<file path="src/rtl/pipeline_hazard_ctrl.sv">
// Stall/flush/PC sequencer for the FD, DE, EM and MW pipeline registers of one core.
// Define HAZARD_PERF_EN to add saturating load-use, flush-event and dcache-wait counters.
module pipeline_hazard_ctrl #(
    parameter int CNT_W = 32,
    parameter int PC_W  = 32
) (
    input  logic             CLK,
    input  logic             nRST,
    input  logic             ihit,
    input  logic             dhit,
    input  logic             em_dmemREN,
    input  logic             em_dmemWEN,
    input  logic             de_memread,
    input  logic [4:0]       de_rt,
    input  logic [4:0]       fd_rs,
    input  logic [4:0]       fd_rt,
    input  logic             fd_uses_rt,
    input  logic             ex_redirect,
    input  logic [PC_W-1:0]  ex_target,
    input  logic             dec_jump,
    input  logic             mw_halt,
    output logic             fd_stall,
    output logic             de_stall,
    output logic             em_stall,
    output logic             mw_stall,
    output logic             fd_flush,
    output logic             de_flush,
    output logic             em_flush,
    output logic             pc_en,
    output logic             pc_redirect,
    output logic [PC_W-1:0]  pc_target,
    output logic             halt_out
`ifdef HAZARD_PERF_EN
    ,
    output logic [CNT_W-1:0] lu_stall_cnt,
    output logic [CNT_W-1:0] flush_cnt,
    output logic [CNT_W-1:0] dwait_cnt
`endif
);

    localparam logic [1:0] ST_RUN  = 2'd0;
    localparam logic [1:0] ST_PEND = 2'd1;
    localparam logic [1:0] ST_HALT = 2'd2;

    logic [1:0]      state_q, state_d;
    logic [PC_W-1:0] pend_target_q, pend_target_d;
    logic            pend_redir_q, pend_redir_d;
    logic            freeze_s;
    logic            load_use_s;

    assign freeze_s   = (em_dmemREN | em_dmemWEN) & ~dhit;
    assign load_use_s = de_memread & (de_rt != 5'd0) &
                        ((de_rt == fd_rs) | (fd_uses_rt & (de_rt == fd_rt)));
    assign halt_out   = (state_q == ST_HALT);

    // Hazard resolution: control outputs and next state from current state and hazards.
    always_comb begin
        fd_stall      = 1'b0;
        de_stall      = 1'b0;
        em_stall      = 1'b0;
        mw_stall      = 1'b0;
        fd_flush      = 1'b0;
        de_flush      = 1'b0;
        em_flush      = 1'b0;
        pc_en         = 1'b0;
        pc_redirect   = 1'b0;
        pc_target     = pend_target_q;
        state_d       = state_q;
        pend_target_d = pend_target_q;
        pend_redir_d  = pend_redir_q;
        if (freeze_s || (state_q == ST_HALT)) begin
            // A dcache miss freezes everything in place; a halted core stays frozen.
            fd_stall = 1'b1;
            de_stall = 1'b1;
            em_stall = 1'b1;
            mw_stall = 1'b1;
        end else if (mw_halt) begin
            fd_flush = 1'b1;
            de_flush = 1'b1;
            em_flush = 1'b1;
            state_d  = ST_HALT;
        end else begin
            case (state_q)
                ST_RUN: begin
                    if (ex_redirect) begin
                        fd_flush    = 1'b1;
                        de_flush    = 1'b1;
                        pc_redirect = 1'b1;
                        pc_target   = ex_target;
                        pc_en       = ihit;
                        if (!ihit) begin
                            pend_target_d = ex_target;
                            pend_redir_d  = 1'b1;
                            state_d       = ST_PEND;
                        end else begin
                            state_d = ST_RUN;
                        end
                    end else if (dec_jump) begin
                        fd_flush = 1'b1;
                        pc_en    = ihit;
                        if (!ihit) begin
                            pend_redir_d = 1'b0;
                            state_d      = ST_PEND;
                        end else begin
                            state_d = ST_RUN;
                        end
                    end else if (load_use_s) begin
                        fd_stall = 1'b1;
                        de_flush = 1'b1;
                    end else if (!ihit) begin
                        de_flush = 1'b1;
                    end else begin
                        pc_en = 1'b1;
                    end
                end
                ST_PEND: begin
                    // Keep squashing FD until fetch returns the wrong-path instruction.
                    fd_flush    = 1'b1;
                    de_flush    = 1'b1;
                    pc_en       = ihit;
                    pc_redirect = pend_redir_q;
                    if (ex_redirect) begin
                        pc_redirect   = 1'b1;
                        pc_target     = ex_target;
                        pend_target_d = ex_target;
                        pend_redir_d  = 1'b1;
                    end else begin
                        pend_redir_d  = pend_redir_q;
                    end
                    if (ihit) begin
                        state_d = ST_RUN;
                    end else begin
                        state_d = ST_PEND;
                    end
                end
                default: begin
                    state_d = ST_RUN;
                end
            endcase
        end
    end

    // State and pending-redirect registers.
    always_ff @(posedge CLK or negedge nRST) begin
        if (!nRST) begin
            state_q       <= ST_RUN;
            pend_target_q <= {PC_W{1'b0}};
            pend_redir_q  <= 1'b0;
        end else begin
            state_q       <= state_d;
            pend_target_q <= pend_target_d;
            pend_redir_q  <= pend_redir_d;
        end
    end

`ifdef HAZARD_PERF_EN
    logic             lu_evt_s;
    logic             flush_evt_s;
    logic [CNT_W-1:0] lu_cnt_q, flush_cnt_q, dwait_cnt_q;

    function automatic logic [CNT_W-1:0] sat_inc(input logic [CNT_W-1:0] v, input logic en);
        logic [CNT_W-1:0] r;
        if (en && (v != {CNT_W{1'b1}})) begin
            r = v + {{(CNT_W-1){1'b0}}, 1'b1};
        end else begin
            r = v;
        end
        return r;
    endfunction

    // Flush events count only on entry from RUN, never per pending cycle.
    assign lu_evt_s    = ~freeze_s & (state_q == ST_RUN) & ~mw_halt & ~ex_redirect &
                         ~dec_jump & load_use_s;
    assign flush_evt_s = ~freeze_s & (state_q == ST_RUN) & ~mw_halt & (ex_redirect | dec_jump);

    // Saturating performance counters.
    always_ff @(posedge CLK or negedge nRST) begin
        if (!nRST) begin
            lu_cnt_q    <= {CNT_W{1'b0}};
            flush_cnt_q <= {CNT_W{1'b0}};
            dwait_cnt_q <= {CNT_W{1'b0}};
        end else begin
            lu_cnt_q    <= sat_inc(lu_cnt_q, lu_evt_s);
            flush_cnt_q <= sat_inc(flush_cnt_q, flush_evt_s);
            dwait_cnt_q <= sat_inc(dwait_cnt_q, freeze_s);
        end
    end

    assign lu_stall_cnt = lu_cnt_q;
    assign flush_cnt    = flush_cnt_q;
    assign dwait_cnt    = dwait_cnt_q;
`endif

endmodule

</file>
<file path="config.mk">
export PLATFORM = sky130hd
export DESIGN_NAME = pipeline_hazard_ctrl
export DESIGN_NICKNAME = d
export VERILOG_FILES = /design/src/rtl/pipeline_hazard_ctrl.sv
export SDC_FILE = /design/constraint.sdc
export NUM_CORES = 1
export LEC_CHECK = 0
export BUFFER_PORTS_ARGS = -buffer_cell sky130_fd_sc_hd__buf_2
export CORE_MARGIN = 2
export CORE_UTILIZATION = 46
export DETAILED_ROUTE_END_ITERATION = 12
export GPL_TIMING_DRIVEN = 0
export PLACE_DENSITY_LB_ADDON = 0.2
export SYNTH_ARGS = -nofsm -noshare
export SYNTH_HDL_FRONTEND = slang
export SYNTH_SLANG_ARGS = --single-unit
</file>
<file path="constraint.sdc">
create_clock -name CLK -period 2.08 [get_ports CLK]
set_input_delay 0.416 -clock CLK [delete_from_list [all_inputs] [get_ports CLK]]
set_output_delay 0.416 -clock CLK [all_outputs]
set_load 0.1 [all_outputs]
</file>
-- Yosys cells after proc, flatten, opt, wreduce, memory -nomap -nowiden
Index checks and enable logic that the tools add are counted.
W data, S select, Z words.
- bits in latches: 0
- memories kept: 0
- output and inout port bits: 42
- RAM bits: 0
- word-level logic and storage cells: 80
- flip-flop bits (word level): 35
- memory bits (read-only): 0
- $mul: 0
- reductions and logical operators: 8
- multiplexer cells: 50
- add/subtract/negate cells: 0
- shifts and indexed selects: 0
- order comparisons: 0
- bitwise logic cells: 9
- eq/ne operators: 10
- div/mod/pow operators: 0
- operator list (operator ; count):
    $mux W32 ; 6
    $pmux W32 S2 ; 1
    $mux W1 ; 34
    $eq A5 B5 Y1 ; 2
    $pmux W1 S2 ; 5
    $ne A3 B3 Y1 const B ; 3
    $mux W2 ; 3
    $reduce_and A6 Y1 ; 1
    $reduce_and A5 Y1 ; 1
    $reduce_bool A5 Y1 ; 1
    $and A1 B1 Y1 ; 4
    $ne A2 B2 Y1 const B ; 2
    $ne A4 B4 Y1 const B ; 1
    $pmux W2 S2 ; 1
    $not A1 Y1 ; 3
    $eq A2 B1 Y1 const B ; 1
    $eq A2 B2 Y1 const B ; 1
    $logic_not A2 Y1 ; 1
    $or A1 B1 Y1 ; 2
    $reduce_and A2 Y1 ; 1
    $reduce_bool A2 Y1 ; 1
    $reduce_or A2 Y1 ; 1
    $logic_or A1 B1 Y1 ; 1

-- Logic depth before layout (Yosys ltp)
- depth in word-level cells: 10
- mapped depth: 5

-- Least setup slack after synthesis
OpenSTA, ideal clock, no wires.
- path type: input to output
- start: input em_dmemWEN
- end: output pc_redirect
- cell stages on the path: 2
- path slack: -1861 ps
- buffers on the path: 0
- arrival time: 3525 ps
- data required time: 1664 ps
- path through: o21ba_4 nor4_1
- word-level cells in the longest chain between the ends: 4
- RTL lines (item ; line ; source):
    from (decl) ; 12 ; input logic em_dmemWEN,
    $or A1 B1 Y1 ; 51 ; assign freeze_s = (em_dmemREN | em_dmemWEN) & ~dhit;
    $and A1 B1 Y1 ; 51 ;
    $logic_or A1 B1 Y1 ; 71 ; if (freeze_s || (state_q == ST_HALT)) begin
    $mux W1 ; 71 ;
    to (decl) ; 30 ; output logic pc_redirect,
No other way between the ends.

-- Final worst setup path
- start: input em_dmemREN
- end: output pc_target[19]
- word-level cells in the longest chain between the ends: 4
- RTL lines (item ; line ; source):
    from (decl) ; 11 ; input logic em_dmemREN,
    $or A1 B1 Y1 ; 51 ;
    $and A1 B1 Y1 ; 51 ;
    $logic_or A1 B1 Y1 ; 71 ;
    $mux W32 ; 71 ;
    to (decl) ; 31 ; output logic [PC_W-1:0] pc_target,
No other way between the ends.

==> metrics.txt <==
final hold slack between 0.2 and 0.25 ns; register share of total power 20.0%; PortBufs just under 100; dpl cells about 320; slack of the critical path -0.126 ns; Layout Nets around 340; routed length per instance approximately 16 µm; worst hold path class input port to asynchronous set/reset pin; I/O Pins 100; Post-DP HPWL roughly 3300 µm; initial antenna violation count 0; Final setup viols 31; vias in the first global route ~1800; Syn Nets 223; Synth cell types 34; footprint of the multi-input gates between 0.001 and 0.0015 mm²; NetSw between 3000 and 4000 µW; Final Cell Area 0.00331 mm²; Num CTS Buffers 5; crit path time final between 2 and 2.5 ns; Final Cycle Share 106%; Worst EP required 1.66 ns; RR Endpoint pend_target_q[4]; ANT nets after route 0; Total Routing Usage GR 21.1%; origin of the critical flop-to-flop path state_q[1]; register area roughly 880 µm²; via/cell ratio ~5.2; status finished, violations left; sequential area share after synthesis a little over two fifths; Final Non-Filler Cells approximately 330; # DRC 0; largest stage delay on the critical path 0.32 ns; Core Area 0.00435 mm²; Root Driver clkbuf_8; CTS tree done; Worst Setup Start Kind input port; final core utilization between 70% and 80%; Clock Skew approximately 0.0052 ns; Synth Cell Area between 0.002 and 0.0025 mm²; Post-DP Area roughly 0.0027 mm²; Clk pin slew, worst setup/hold paths around 0.07 ns; Worst R2R Setup Slack around 0.30 ns; reg2reg path depth 4; Cell Rows 24; Peak VDD IR between 1 and 1.5 mV; Max FO, Critical Path 8; Slew Limit Fails 0; relative slew slack around 46%; Internal Power roughly 2400 µW; ant diodes 0; clk sinks 35; largest net degree at the start of global routing 36; Crit path arrival time ~1.8 ns; Worst Setup End Kind output pin; width of the chip just over 70 µm; Die Area approximately 0.0051 mm²; clock buffer depth 2; Total Power around 5500 µW; clock latency on the worst-skew pair between 0.2 and 0.3 ns; Clk network pwr share under 10%; failing checks setup timing; die height 71.2 µm; Worst path top cell family by delay buffers and inverters; Critical Path, Cell by Cell buf_6 > o21ba_4 > nor3_4 > nand2_4 > buf_8 > mux2_4 > buf_12; Slowest-stage cell, CP mux2_4; Area Growth Syn to Fin 59.0%; critical path class input port to output pin; GR Overflow Total 0; total routed wirelength roughly 5200 µm; Yosys reg bits 35; share of cells above drive strength 1 between 70% and 80%; Synth Warn # 0; Logic pwr share 71.1%; Pwr Density about 1700 mW/mm²; via count between 1500 and 2000; Leak approximately 0.0015 µW; routability cong. slightly below 0.8; Net Sw Frac around 56%; worst path bufs/invs 3; Worst Tran Pin Value between 0.8 and 0.9 ns; Avg Cell Area, Syn about 13 µm²; DRT Pass-1 Iters 4; Fill cells a little over 300; Cells after Synth around 170; Final Hold Vio Count 0; unrepaired setup endpoints after global routing true; number of max-cap violations 0; starting density of the core approximately 48%; initial DRC count 34; H-tree depth 2; first-pass GRT wire length about 8400 µm; fmax between 0.4 and 0.5 GHz
==> timing repair <==
| action | 4_1_cts | 5_1_grt |
|---|---|---|
| buffers inserted | 9 | 1 |
| resized for setup | 99 | 13 |
| endpoints found under the setup margin | 39 | 39 |
| hold buffers | 0 | 0 |
| pin swaps | 10 | 8 |
| cloned | 1 | 1 |
==> cell usage after synthesis (all sizes together) <==
cell type  instances  area [µm²]
mux2              64         721
nor2b              1        6.26
nand4b             1        8.76
a221oi             2        17.5
o2bb2a             1        10.0
o22a               1        8.76
nand3              2        10.0
nand3b             1        7.51
dfrtp             35         876
nand2b             1        6.26
inv                4        15.0
nor3               3        26.3
buf               10        92.6
o211a              1        10.0
o21ba              1        16.3
nor2               8        30.0
o2bb2ai            1        8.76
xor2               9        78.8
a32oi              2        17.5
nor4               3        33.8
xnor2              1        8.76
nand2              6        25.0
o21bai             2        15.0
or4                1        7.51
a21oi              1        5.00
o21a               1        7.51
o21ai              2        10.0
==> stage by stage <==
| step | TNS, ns | worst slack (ns) |
|---|---|---|
| after floorplan | -0.943 | -0.0604 |
| after global placement | -10.62 | -0.369 |
| after detailed placement | -10.60 | -0.357 |
| after CTS | -3.30 | -0.126 |
| after global routing | -4.89 | -0.175 |
| final | -3.22 | -0.126 |
==> flip-flops by register name (all words and copies together) (netlist names) <==
name           count
pend_target_q     32
state_q            2
pend_redir_q       1
==> final cells by class <==
type                       instances  area share (%)
inverter                           4           0.454
clock buffer                       6            2.20
buffer                             9            2.95
sequential                        35            26.6
timing repair buffer             110            28.3
multi-input combinational        116            37.2
tap                               52            1.97
clock inverter                     2           0.379
==> routing by layer <==
metal,wire length [µm],GRT usage (%),vias up,share of wire (%)
met5,0,0,-,0
met4,58,5.66,0,1.1
met3,328,6.47,5,6.3
met2,2710,36.8,60,52
met1,2140,25.2,846,41
li1,-,-,830,-
==> cells in the final DEF, fill, tap and decap left out, types with 3 or more instances in the layout <==
cell and n:
mux2_2 56, buf_2 56, buf_6 35, dfrtp_1 33
buf_4 14, xor2_1 9, nor2_1 7, buf_12 7
mux2_1 6, clkbuf_8 5, inv_1 4, buf_8 3
==> worst max path at each step <==
| stage | startpoint | end | depth (start not counted) |
|---|---|---|---|
| after global routing | em_dmemREN | pc_target[10] | 7 |
| after floorplan | em_dmemWEN | pc_redirect | 2 |
| after global placement | de_rt[0] | pc_en | 6 |
| after CTS | state_q[1] | pc_target[6] | 6 |
| after detailed placement | de_rt[0] | pc_en | 6 |
| final | em_dmemREN | pc_target[19] | 7 |
==> logic make-up after synthesis <==
group / count (synthesis) / share of synthesized area, %
AO/OA/AOI/OAI: 15 / 6.08
XOR/XNOR: 10 / 4.21
buffers and inverters: 14 / 5.17
flip-flops: 35 / 42.1
multiplexers: 64 / 34.7
AND/OR/NAND/NOR: 27 / 7.76
==> power groups by stage <==
stage / Clock (µW) / Sequential [µW] / Combinational (µW)
2_1_floorplan: 0 / 1050 / 2940
3_3_place_gp: 0 / 1080 / 3300
3_5_place_dp: 0 / 1100 / 3310
4_1_cts: 505 / 1090 / 3870
5_1_grt: 541 / 1140 / 4040
6_report: 494 / 1100 / 3930
Note: power is estimated with default switching activity, not from simulation.
